## src/rtl/z80_trace_pkg.sv

```systemverilog
// Shared type codes and width helpers for the Z80 bus tracer.
// Optional timestamp field enabled by defining Z80_TRACE_TIMESTAMP_EN.
package z80_trace_pkg;

  localparam logic [1:0] TR_MEM_RD = 2'b00;
  localparam logic [1:0] TR_MEM_WR = 2'b01;
  localparam logic [1:0] TR_IO_RD  = 2'b10;
  localparam logic [1:0] TR_IO_WR  = 2'b11;

  localparam int OVF_W = 16;

`ifdef Z80_TRACE_TIMESTAMP_EN
  localparam bit TS_EN = 1'b1;
`else
  localparam bit TS_EN = 1'b0;
`endif

  // Trace word = {[ts,] type, addr, data}
  function automatic int word_w(input int addr_w, input int data_w, input int ts_w);
    return 2 + addr_w + data_w + (TS_EN ? ts_w : 0);
  endfunction

endpackage

```

## src/rtl/z80_trace_fifo.sv

```systemverilog
// First-word-fall-through FIFO with wrap-bit pointers; a pop frees a slot
// for a push on the same clock even when full.
module z80_trace_fifo #(
  parameter int WIDTH = 26,
  parameter int DEPTH = 16
) (
  input  logic                     clk,
  input  logic                     reset,
  input  logic                     push,
  input  logic [WIDTH-1:0]         wdata,
  input  logic                     pop,
  output logic [WIDTH-1:0]         rdata,
  output logic                     valid,
  output logic                     full,
  output logic [$clog2(DEPTH):0]   level
);

  localparam int AW = $clog2(DEPTH);

  logic [WIDTH-1:0] mem [DEPTH];
  logic [AW:0]      wr_ptr;
  logic [AW:0]      rd_ptr;
  logic             empty;
  logic             do_push;
  logic             do_pop;

  assign empty   = (wr_ptr == rd_ptr);
  assign full    = (wr_ptr[AW] != rd_ptr[AW]) && (wr_ptr[AW-1:0] == rd_ptr[AW-1:0]);
  assign do_pop  = pop && !empty;
  assign do_push = push && (!full || do_pop);
  assign valid   = !empty;
  assign level   = wr_ptr - rd_ptr;
  // Gated so the head reads zero while empty, storage itself is never reset
  assign rdata   = empty ? '0 : mem[rd_ptr[AW-1:0]];

  always_ff @(posedge clk) begin
    if (reset) begin
      wr_ptr <= '0;
      rd_ptr <= '0;
    end else begin
      if (do_push) wr_ptr <= wr_ptr + 1'b1;
      if (do_pop)  rd_ptr <= rd_ptr + 1'b1;
    end
  end

  always_ff @(posedge clk) begin
    if (do_push) mem[wr_ptr[AW-1:0]] <= wdata;
  end

endmodule

```

## src/rtl/z80_bus_tracer.sv

```systemverilog
// Passive Z80 bus observer: captures completed mem/IO cycles into a trace FIFO.
// Define Z80_TRACE_TIMESTAMP_EN to prepend a free-running timestamp to each word.
module z80_bus_tracer
  import z80_trace_pkg::*;
#(
  parameter int ADDR_W = 16,
  parameter int DATA_W = 8,
  parameter int DEPTH  = 16,
  parameter int TS_W   = 16
) (
  input  logic                                  clk,
  input  logic                                  reset,
  input  logic [ADDR_W-1:0]                     address,
  input  logic [DATA_W-1:0]                     dbus_in,
  input  logic [DATA_W-1:0]                     dbus_out,
  input  logic                                  rd_n,
  input  logic                                  wr_n,
  input  logic                                  mreq_n,
  input  logic                                  iorq_n,
  input  logic                                  trace_en,
  input  logic [3:0]                            type_mask,
  output logic                                  tr_valid,
  input  logic                                  tr_ready,
  output logic [word_w(ADDR_W, DATA_W, TS_W)-1:0] tr_data,
  output logic [$clog2(DEPTH):0]                level,
  output logic [OVF_W-1:0]                      overflow
);

  localparam int W = word_w(ADDR_W, DATA_W, TS_W);

  function automatic logic [OVF_W-1:0] sat_inc(input logic [OVF_W-1:0] v);
    return (v == '1) ? v : v + 1'b1;
  endfunction

  logic              active;
  logic [1:0]        cyc_type;
  logic              vld_p0;
  logic [1:0]        type_p0;
  logic [ADDR_W-1:0] addr_p0;
  logic [DATA_W-1:0] data_p0;
  logic              complete;
  logic              push_req;
  logic              pop;
  logic              fifo_full;
  logic [W-1:0]      word;

  // Exactly one request and exactly one strobe; int-ack (iorq, no strobe) falls out
  assign active   = (mreq_n ^ iorq_n) && (rd_n ^ wr_n);
  assign cyc_type = !iorq_n ? (!wr_n ? TR_IO_WR  : TR_IO_RD)
                            : (!wr_n ? TR_MEM_WR : TR_MEM_RD);

  // ---- stage p0: cycle snapshot, edge-detect flag ----
  always_ff @(posedge clk) begin
    if (reset) vld_p0 <= 1'b0;
    else       vld_p0 <= active;
  end

  always_ff @(posedge clk) begin
    if (active) begin
      type_p0 <= cyc_type;
      addr_p0 <= address;
      data_p0 <= wr_n ? dbus_in : dbus_out;
    end
  end

  assign complete = vld_p0 && !active;
  assign push_req = complete && trace_en && type_mask[type_p0];
  assign pop      = tr_valid && tr_ready;

`ifdef Z80_TRACE_TIMESTAMP_EN
  logic [TS_W-1:0] ts_cnt;

  always_ff @(posedge clk) begin
    if (reset) ts_cnt <= '0;
    else       ts_cnt <= ts_cnt + 1'b1;
  end

  assign word = {ts_cnt, type_p0, addr_p0, data_p0};
`else
  assign word = {type_p0, addr_p0, data_p0};
`endif

  always_ff @(posedge clk) begin
    if (reset)                            overflow <= '0;
    else if (push_req && fifo_full && !pop) overflow <= sat_inc(overflow);
  end

  // ---- stage p1: FIFO storage, head visible one clock after completion ----
  z80_trace_fifo #(
    .WIDTH (W),
    .DEPTH (DEPTH)
  ) u_fifo (
    .clk   (clk),
    .reset (reset),
    .push  (push_req),
    .wdata (word),
    .pop   (pop),
    .rdata (tr_data),
    .valid (tr_valid),
    .full  (fifo_full),
    .level (level)
  );

endmodule
```

## config.mk

```make
export PLATFORM = sky130hd
export DESIGN_NAME = z80_bus_tracer
export DESIGN_NICKNAME = d
export VERILOG_FILES = /design/src/rtl/z80_trace_pkg.sv /design/src/rtl/z80_trace_fifo.sv /design/src/rtl/z80_bus_tracer.sv
export SDC_FILE = /design/constraint.sdc
export NUM_CORES = 1
export LEC_CHECK = 0
export ABC_CLOCK_PERIOD_IN_PS = 6700
export BUFFER_PORTS_ARGS = -buffer_cell sky130_fd_sc_hd__buf_2
export CAP_MARGIN = 20
export CORE_UTILIZATION = 56
export CTS_BUF_LIST = sky130_fd_sc_hd__clkbuf_2 sky130_fd_sc_hd__clkbuf_4 sky130_fd_sc_hd__clkbuf_8
export DETAILED_ROUTE_END_ITERATION = 7
export HOLD_SLACK_MARGIN = 0.15
export PLACE_DENSITY_LB_ADDON = 0.05
export SYNTH_ARGS = -nofsm -noshare
export SYNTH_HDL_FRONTEND = slang
export SYNTH_SLANG_ARGS = --single-unit
export TNS_END_PERCENT = 50
```

## constraint.sdc

```tcl
create_clock -name clk -period 6.7 [get_ports clk]
set_input_delay 0.335 -clock clk [delete_from_list [all_inputs] [get_ports clk]]
set_output_delay 0.335 -clock clk [all_outputs]
set_load 0.02 [all_outputs]
```

* Word-level counts from Yosys, hierarchy flattened
Memories as Yosys holds them, arrays and structs flattened. A register that Yosys moved wholly into a read port is not among the register bits.
Index checks and enable logic that the tools add are counted.
** Word-level totals
- Bits of input ports :: 44
- Memories :: 1
- Output and inout port bits :: 48
- RAM bits :: 416
- Register bits :: 53
- Logic and storage cells :: 47
** Memory list
- u_fifo.mem :: words 16, width 26, read ports 1, clocked after Yosys merged registers in 1, write ports 1, RTL line z80_trace_fifo.sv:20 : logic [WIDTH-1:0] mem [DEPTH];
** Cells by class
- Bitwise gates (word level) :: 3
- Multiplexer cells :: 11
- $lt $le $gt $ge :: 1
- Reduce and logical (&&, ||, !) cells :: 16
- $add $sub $neg :: 4
- Equality and inequality tests :: 4
** Operators by type and width (number)
- two-way mux 26 bit :: 1
- adder 16 x 1 -> 16 bit, second input constant :: 1
- equality test 16 bit, second input constant :: 1
- adder 5 x 1 -> 5 bit, second input constant :: 2
- logical AND 1 bit :: 10
- two-way mux 4 bit :: 2
- two-way mux 8 bit :: 1
- equality test 5 bit :: 1
- two-way mux 1 bit :: 5
- subtractor 5 bit :: 1
- equality test 4 bit :: 1
- zero test 1 bit :: 4
- < comparator 2 x 3 -> 1 bit, second input constant :: 1
- binary-select mux 1 bit (select 2 bit) :: 1
- two-way mux 2 bit :: 1
- AND reduction 2 bit :: 1
- bitwise XOR 1 bit :: 2
- logical OR 1 bit :: 1
- inequality test 1 bit :: 1
- NOT 1 bit :: 1

* Logic depth before layout (Yosys ltp)
Gate-level depths: netlist (run 1).
- Depth after elaboration :: 9
- Gate-level depth with buffers :: 9
- Mapped depth without buffers :: 7

* Hierarchy
A second synthesis (run 1) with hierarchy kept.
** Second synthesis, totals
- Cell total of the unflattened synthesis :: 882
- Area total of the unflattened synthesis :: 18524.0 um^2
** By module, submodules not included
- z80_trace_fifo :: area each 16643.5 um^2, seq. area each 12772.2 um^2, times used 1, cells an instance 733
- z80_bus_tracer :: area each 1880.6 um^2, seq. area each 1121.1 um^2, times used 1, cells an instance 149

* Worst setup path after synthesis (run 1)
OpenSTA, ideal clock, no wires.
- Kind :: register -> register
- Start point :: reg type_p0[0]
- End point :: mem u_fifo.mem[15][0], enable pin
- Arrival time :: 4.121 ns
- Setup time :: 0.491 ns
- Path buffers :: 0
- Cell stages (with the launch flop) :: 4
- Path slack :: 2.089 ns
- Required time :: 6.209 ns
- Clock period less this slack :: 4.611 ns
- Cell sequence :: edfxtp_1 mux4_2 o2111ai_2 nor4b_1
** Between the ends
- Word-level cells in the longest chain between the ends :: 6
** Ends and longest elaborated chain
- from (decl) :: RTL line z80_bus_tracer.sv:38 : logic [1:0] type_p0;
- from (signal assigned) :: RTL line z80_bus_tracer.sv:60 : type_p0 <= cyc_type;
- binary-select mux 1 bit (select 2 bit) :: RTL line z80_bus_tracer.sv:67 : assign push_req = complete && trace_en && type_mask[type_p0];
- two-way mux 1 bit (implied by the code) :: RTL line z80_bus_tracer.sv:67
- logical AND 1 bit :: RTL line z80_bus_tracer.sv:67
- logical AND 1 bit :: RTL line z80_trace_fifo.sv:30 : assign do_push = push && (!full || do_pop);
- two-way mux 1 bit :: RTL line z80_trace_fifo.sv:47 : if (do_push) mem[wr_ptr[AW-1:0]] <= wdata;
- two-way mux 1 bit (implied by the code) :: RTL line z80_trace_fifo.sv:47
- to (decl) :: RTL line z80_trace_fifo.sv:20
No other way between the ends. The select of a mux whose other input is x is not followed.

==> results.cfg, run 1 <==
[routing]
first_pass_iters = 5
initialDrtViolationCount = 610
vias_per_cell = 6.00
ant_nets = 0
dr_total_vias = 9126
wl_per_cell_um = 25.1
drc = 0
drt_wl_total_mm = 38.1

[run_status]
status = complete, no violations

[worst_setup_path]
ff2ff_path_depth = 5
arrival_ps = 3600
endpoint_kind = output port
cp.required_ps = 6360
critical_path_class = reg2out
crit_end = tr_data[0]
worst_setup_path_start_kind = register
reg2reg_to = u_fifo.mem[5][19]$_DFFE_PP_
path_max_fanout = 55
rrSetupSlack_ps = 3300
r2r-start = type_p0[0]$_DFFE_PP_

[finish]
drive_gt1_frac = 0.362
antennaDiodeCount = 0
nFillCells = 2062
nNetsFinal = 1084
layout_common_cells = edfxtp_1 (442), mux4_2 (131), buf_2 (91)
syn_to_final_growth_pct = 17.2
final_common_cell = edfxtp_1

[sta]
fin_worst_skew_ps = 29.9
setup_violations = 0
setup_tns_ps = 0
tightest_slew_ps = 1080
hold_viol = 0
min_period_ps = 3930
fmax_mhz = 254
drv_slew = 0
fin_crit_sh = 0.587
grt_setup_unrepaired = no
slew-limit-headroom = 0.282

[floorplanning]
start_util = 0.575
die_x_um = 183
core_um2 = 31800
io_pins = 92
die_area_um2 = 33300
core.rowCount = 65
die_h_um = 183

[power_and_ir_drop]
finalPower_mw = 5.91
p_comb_frac = 0.028
p_int_mw = 4.69
p_switching_mw = 1.22
power_per_cell_area_nw_per_um2 = 276
switching_share = 0.206
power_frac_seq = 0.575
leakage_nw = 6.85
ir_drop_v = 0.000167
p_clk_frac = 0.397

[cts]
htreeDepth = 3
cts.sinks = 473
cts_setup_buffers = 0
cts_hold_buf = 34
cts-buffers-inserted = 76
cts_tree = yes
clockBufferDepth = 3
cts_resized = 0
path_clk_slew_ps = 60
clk_latency_ps = 590
cts_root_buffer = clkbuf_8

[global_route]
grt_pass1_vias = 9532
antenna_found_initial = 0
grt_pass1_wl_mm = 57.5
track_usage = 0.239
grt_overflow = 0
grt_max_degree = 64

[synthesis]
syn_area_per_cell_um2 = 21.7
synth_edf_count = 442
ys_types = 36
yosysWarningCount = 0
synth_area_um2 = 18300
async_flop_share = 0
yosys_most_used_dff = edfxtp_1
synth-seq-cells = 473
synthCells = 843
synth.net_count = 898
ys_seq_area_frac = 0.760

[placed_design]
portBuffers = 91
hpwl_mm = 20.9
gp_congestion = 0.772

[job]
maxCapViolCount = 0

[min_path]
worstHoldPathType = in2reg
-- worst max-delay path, cell delays in order (launching register included) --
cell,delay (ps)
dfxtp_4,890
buf_4,780
mux4_2,430
mux4_2,490
and2_1,180
buf_2,150
-- sequential cells by signal (all words and copies together) (netlist names), named ones only --
| signal | cells |
|---|---|
| addr_p0 | 16 |
| data_p0 | 8 |
| overflow | 16 |
| type_p0 | 2 |
| u_fifo.mem | 416 |
| u_fifo.rd_ptr | 5 |
| u_fifo.wr_ptr | 5 |
| vld_p0 | 1 |
-- synthesized netlist by cell type, types with 2 or more instances --
cell / number / area (um2)
edfxtp_1: 442 / 13300
mux4_2: 131 / 2950
dfxtp_1: 31 / 621
nor2_1: 30 / 113
and2_1: 26 / 163
clkbuf_1: 24 / 90.1
a21oi_1: 16 / 80.1
xnor2_1: 16 / 140
inv_1: 12 / 45.0
nand2_1: 11 / 41.3
nor3_1: 11 / 55.1
buf_2: 10 / 50.1
ha_1: 10 / 125
or3_1: 9 / 56.3
buf_1: 8 / 30.0
mux2_2: 8 / 90.1
nand4_1: 8 / 50.1
nand3_1: 6 / 30.0
o21ai_0: 6 / 30.0
nor4_1: 3 / 18.8
or4_1: 3 / 22.5
a21o_1: 2 / 15.0
and4_1: 2 / 17.5
nand2b_1: 2 / 12.5
nor4b_1: 2 / 17.5
o21ai_1: 2 / 10.0
o31ai_1: 2 / 15.0
xor2_1: 2 / 17.5
-- logic make-up after synthesis --
group | share of synthesized area
compound gates | 0.0105
xor+xnor | 0.00863
fa+ha+maj | 0.00794
buf+inv | 0.0118
flops | 0.760
mux | 0.167
simple gates | 0.0336
-- stage by stage --
step                      setup slack [ps]  hold slack [ps]  utilization  instance area, um2  std cells
after floorplan                       2090              434            -               18300        843
after global placement                3200              482        0.608               19300       1341
after detailed placement              3200              500        0.614               19500       1349
after CTS                             2670              169        0.671               21300       1518
after global routing                  2550              219        0.673               21400       1521
final                                 2770              208        0.673               21400       1521
-- final cells by class --
cell class                 instances  area, um2  area share
timing repair buffer             150       1190      0.0554
tap                              435        544      0.0254
multi-input combinational        316       4280       0.200
clock inverter                    31        156     0.00731
sequential                       473      13900       0.650
clock buffer                     104       1290      0.0604
inverter                          12       45.0     0.00210
-- power by group through the flow --
| stage | combinational [mW] | clock (mW) | sequential, mW |
|---|---|---|---|
| floorplan | 0.105 | 0 | 3.42 |
| global placement | 0.146 | 0 | 3.45 |
| detailed placement | 0.148 | 0 | 3.46 |
| CTS | 0.165 | 2.39 | 3.40 |
| global route | 0.179 | 2.52 | 3.41 |
| finish | 0.167 | 2.34 | 3.40 |
-- metal layers --
metal / track usage / vias to the layer above / part of all wire
met5: 0 / - / 0
met4: 0.0746 / 0 / 0.020
met3: 0.0485 / 59 / 0.066
met2: 0.377 / 343 / 0.49
met1: 0.341 / 4829 / 0.43
li1: - / 3895 / -
-- worst min-delay path by stage --
stage               cells after the start                  endpoint                     start  slack, ps
detailed placement                      2  overflow[6]$_SDFFE_PP0P_  overflow[6]$_SDFFE_PP0P_        500
floorplan                               0      addr_p0[0]$_DFFE_PP_                address[0]        430
CTS                                     2  overflow[4]$_SDFFE_PP0P_                     reset        170
finish                                  2  overflow[4]$_SDFFE_PP0P_                     reset        210
global route                            2  overflow[4]$_SDFFE_PP0P_                     reset        220
global placement                        2  overflow[6]$_SDFFE_PP0P_  overflow[6]$_SDFFE_PP0P_        480
No activity file was read; power rests on OpenSTA's default activity.
==> run 2: changes to the inputs <==
--- a/config.mk
+++ b/config.mk
@@ -5,7 +5,7 @@
 export SDC_FILE = /design/constraint.sdc
 export NUM_CORES = 1
 export LEC_CHECK = 0
-export ABC_CLOCK_PERIOD_IN_PS = 6700
+export ABC_CLOCK_PERIOD_IN_PS = 3200
 export BUFFER_PORTS_ARGS = -buffer_cell sky130_fd_sc_hd__buf_2
 export CAP_MARGIN = 20
 export CORE_UTILIZATION = 56
==> constraint.sdc (replaced) <==
create_clock -name clk -period 3.2 [get_ports clk]
set_input_delay 0.16 -clock clk [delete_from_list [all_inputs] [get_ports clk]]
set_output_delay 0.16 -clock clk [all_outputs]
set_load 0.02 [all_outputs]
==> run 2 against run 1 <==
  * First-iteration DRC count is 31% higher
  * Die area stayed put
  * Total power is 110% higher
  * Final area is 0.35% higher
  * Register-to-register slack worse by 3000 ps
  * Global-route usage is 0.44 points lower
  * Sequential power is 110% higher
  * Clock skew is 7.9 ps higher
==> results.cfg, run 2 (same netlist as run 1, synthesis figures left out) <==
[global_route]
grt_overflow = 0
antenna_found_initial = 0
track_usage = 0.235
grt_pass1_vias = 9683
grt_max_degree = 45
grt_pass1_wl_mm = 57.1

[cts]
cts.sinks = 473
cts_tree = yes
htreeDepth = 3
clockBufferDepth = 3
clk_latency_ps = 600
path_clk_slew_ps = 70
cts_resized = 0
cts-buffers-inserted = 75
cts_root_buffer = clkbuf_8

[worst_setup_path]
rrSetupSlack_ps = 320
worst_setup_path_start_kind = register
path_max_fanout = 31
cp.required_ps = 3040
r2r-start = type_p0[0]$_DFFE_PP_
endpoint_kind = output port
arrival_ps = 2780
critical_path_class = reg2out

[sta]
setup_violations = 0
fin_worst_skew_ps = 37.8
tightest_slew_ps = 638
slew-limit-headroom = 0.573
fin_crit_sh = 0.920
grt_setup_unrepaired = no
hold_viol = 0
min_period_ps = 2940
fmax_mhz = 340
drv_slew = 0
whs_ps = 274

[routing]
ant_nets = 0
vias_per_cell = 5.91
drt_wl_total_mm = 37.5
dr_total_vias = 9096
initialDrtViolationCount = 798
wl_per_cell_um = 24.4
first_pass_iters = 5
drc = 0

[job]
maxCapViolCount = 0

[placed_design]
dp.cells = 1359
gp_congestion = 0.900
portBuffers = 91
placed_area_um2 = 19600
hpwl_mm = 21.3

[finish]
multi_input_area_um2 = 4240
design_area_um2 = 21500
antennaDiodeCount = 0
final_common_cell = edfxtp_1
layoutNonFillerInstCount = 1539
largest_reg_flops = 416
nFillCells = 2043
nNetsFinal = 1099
syn_to_final_growth_pct = 17.6
drive_gt1_frac = 0.369
seqCellArea_um2 = 13900
layout_common_cells = edfxtp_1 (442), mux4_2 (131), buf_2 (91)

[power_and_ir_drop]
ir_drop_v = 0.000444
leakage_nw = 6.89
power_per_cell_area_nw_per_um2 = 575
finalPower_mw = 12.4

[min_path]
hold_start = address[3]
worstHoldPathType = in2reg

[floorplanning]
die_area_um2 = 33300
die_x_um = 183
die_h_um = 183
io_pins = 92
core.rowCount = 65
core_um2 = 31800
start_util = 0.575

[run_status]
status = complete, no violations
-- run 2: cell types whose count changed in the layout (fill, tap and decap cells not counted), moves of 2 or more --
cell / before / now
dlygate4sd3_1: 34 / 39
buf_16: 7 / 0
buf_12: 5 / 16
nor2_2: 0 / 11
clkbuf_4: 22 / 30
nor2_4: 12 / 1
clkbuf_8: 82 / 75
clkinv_2: 11 / 7
buf_4: 13 / 20
nor3_4: 0 / 2
inv_6: 0 / 3
clkinvlp_4: 0 / 2
nor3_2: 4 / 2
-- run 2: final cells by class --
class | count | share of cell area
sequential | 473 | 0.647
inverter | 12 | 0.00210
timing repair buffer | 166 | 0.0613
clock buffer | 105 | 0.0585
multi-input combinational | 316 | 0.198
clock inverter | 32 | 0.00798
tap | 435 | 0.0253
-- run 2: metrics by stage --
stage / setup TNS [ps] / util / setup slack (ps)
2_1_floorplan: -26880 / - / -640
3_5_place_dp: 0 / 0.617 / 356
5_1_grt: 0 / 0.675 / 133
3_3_place_gp: 0 / 0.617 / 474
6_report: 0 / 0.675 / 257
4_1_cts: 0 / 0.675 / 207
-- run 2: path summary, 6_finish.rpt --
check / to / depth (start not counted)
setup / recovery: tr_data[16] / 6
hold / removal: addr_p0[3]$_DFFE_PP_ / 2
setup reg to reg: u_fifo.mem[14][20]$_DFFE_PP_ / 6
hold reg to reg: overflow[15]$_SDFFE_PP0P_ / 2
-- run 2: layer usage --
layer	vias to the layer above	part of all wire	global-route usage
met5	-	0	0
met4	0	0.023	0.0726
met3	76	0.046	0.0385
met2	292	0.51	0.390
met1	4804	0.42	0.323
li1	3924	-	-
-- run 2: timing repair --
action | in CTS | in global routing
setup endpoints to repair | 3 | 0
endpoints found under the hold margin | 57 | 0
hold buffers | 39 | 0
buffers inserted | 4 | 0
-- run 2: report_power, final --
group / switching [mW] / internal [mW]
Combinational: 0.182 / 0.200
Clock: 2.30 / 2.57
Sequential: 0.173 / 6.94
-- run 2: worst max-delay path, cell delays in order, from the launching register on --
cell,delay [ps]
dfxtp_4,360
buf_12,140
buf_12,270
mux4_2,570
mux4_2,460
and2_1,180
buf_2,160
==> run 3: changes to the inputs <==
--- a/config.mk
+++ b/config.mk
@@ -12,7 +12,7 @@
 export CTS_BUF_LIST = sky130_fd_sc_hd__clkbuf_2 sky130_fd_sc_hd__clkbuf_4 sky130_fd_sc_hd__clkbuf_8
 export DETAILED_ROUTE_END_ITERATION = 7
 export HOLD_SLACK_MARGIN = 0.15
-export PLACE_DENSITY_LB_ADDON = 0.05
+export PLACE_DENSITY = 0.74
 export SYNTH_ARGS = -nofsm -noshare
 export SYNTH_HDL_FRONTEND = slang
 export SYNTH_SLANG_ARGS = --single-unit
==> run 3 against run 2 <==
  * Total power decreased by 0.20%
  * Via count fell by 2.6%
  * Wire length decreased by 5.0%
  * Combinational power barely moved
  * Setup slack got worse by 46 ps
  * Count of clock-buffer cells in the layout down 5
  * Critical path type unchanged
  * Largest power group unchanged
==> results.cfg, run 3 (same netlist as run 1, synthesis figures left out) <==
[routing]
wl_per_cell_um = 23.3
first_pass_iters = 5
initialDrtViolationCount = 712
vias_per_cell = 5.78
dr_total_vias = 8862
drt_wl_total_mm = 35.6
ant_nets = 0
drc = 0

[sta]
hold_viol = 0
fmax_mhz = 334
tightest_slew_ps = 525
fin_crit_sh = 0.934
min_period_ps = 2990
grt_setup_unrepaired = no
whs_ps = 245
setup_tns_ps = 0
drv_slew = 0
setup_violations = 0
slew-limit-headroom = 0.648
fin_worst_skew_ps = 26.5

[cts]
cts_resized = 0
cts.sinks = 473
cts_root_buffer = clkbuf_8
path_clk_slew_ps = 60
clk_latency_ps = 590
clockBufferDepth = 3
htreeDepth = 3
cts-buffers-inserted = 75
cts_tree = yes

[floorplanning]
die_area_um2 = 33300
io_pins = 92
start_util = 0.575
die_h_um = 183
core.rowCount = 65
die_x_um = 183
core_um2 = 31800

[global_route]
grt_pass1_vias = 9390
grt_overflow = 0
grt_max_degree = 47
track_usage = 0.227
grt_pass1_wl_mm = 55.1
antenna_found_initial = 0

[power_and_ir_drop]
leakage_nw = 6.88
ir_drop_v = 0.000347
power_per_cell_area_nw_per_um2 = 574

[worst_setup_path]
critical_path_class = reg2out
endpoint_kind = output port
arrival_ps = 2830
worst_setup_path_start_kind = register
path_max_fanout = 46
cp.required_ps = 3040

[placed_design]
gp_congestion = 0.785
portBuffers = 91
hpwl_mm = 20.8
placed_area_um2 = 19700

[finish]
final_util = 0.676
antennaDiodeCount = 0
final_common_cell = edfxtp_1
drive_gt1_frac = 0.371
largest_reg_flops = 416
design_area_um2 = 21500
layout_common_cells = edfxtp_1 (442), mux4_2 (131), buf_2 (91)
nNetsFinal = 1105
syn_to_final_growth_pct = 17.6

[job]
maxCapViolCount = 0

[run_status]
status = complete, no violations

[min_path]
worstHoldPathType = in2reg
[run 3: changes by cell type in the layout (fill, tap and decap cells not counted), sizes merged]
cell      before  now
clkinv        26   16
inv           16   14
buf          127  133
clkinvlp       2    5
bufinv         0    2
clkbuf       105  100
[run 3: worst paths after layout]
kind,from,to,slack [ps],cells after the start
worst min register to register,overflow[15]$_SDFFE_PP0P_,overflow[15]$_SDFFE_PP0P_,510,2
worst max-delay path,register,tr_data[0],210,5
worst max register to register,u_fifo.wr_ptr[0]$_SDFFE_PP0P_,overflow[8]$_SDFFE_PP0P_,440,7
worst min-delay path,rd_n,data_p0[6]$_DFFE_PP_,240,3
[run 3: routing by layer]
| metal | wire length [um] | vias to the layer above | share of wire | global-route usage |
|---|---|---|---|---|
| met5 | 0 | - | 0 | 0 |
| met4 | 610 | 0 | 0.017 | 0.0709 |
| met3 | 1930 | 47 | 0.054 | 0.0391 |
| met2 | 18300 | 290 | 0.51 | 0.380 |
| met1 | 14800 | 4611 | 0.41 | 0.307 |
| li1 | - | 3914 | - | - |
[run 3: final cells by class]
cell class	count	area, um2
well taps	435	544
inverters	12	45.0
repair buffers	172	1290
clock inverters	25	180
multi-input cells	316	4300
clock buffers	100	1230
flip-flops and latches	473	13900
fillers	2017	10300
[run 3: timing repair]
item / 4_1_cts / 5_1_grt
endpoints found under the hold margin: 57 / 0
hold buffers: 39 / 0
setup buffers: 0 / 0
[run 3: through the flow]
stage,power [mW],cells,setup WS (ps)
after floorplan,7.38,843,-640
after global placement,7.56,1369,537
after detailed placement,7.57,1369,475
after CTS,12.4,1533,156
after global routing,12.7,1533,83.5
final,12.3,1533,210
[run 3: where the power goes]
part           leakage (nW)  internal (mW)  total [mW]  switching (mW)
combinational          1.91          0.199       0.385           0.186
clock                 0.729           2.65        4.86            2.21
sequential             4.23           6.94        7.09           0.154
[run 3: critical path, cell delays in order, from the launching register on]
cell,delay [ps]
dfxtp_4,420
buf_12,330
mux4_2,560
mux4_2,540
and2_1,180
buf_2,150
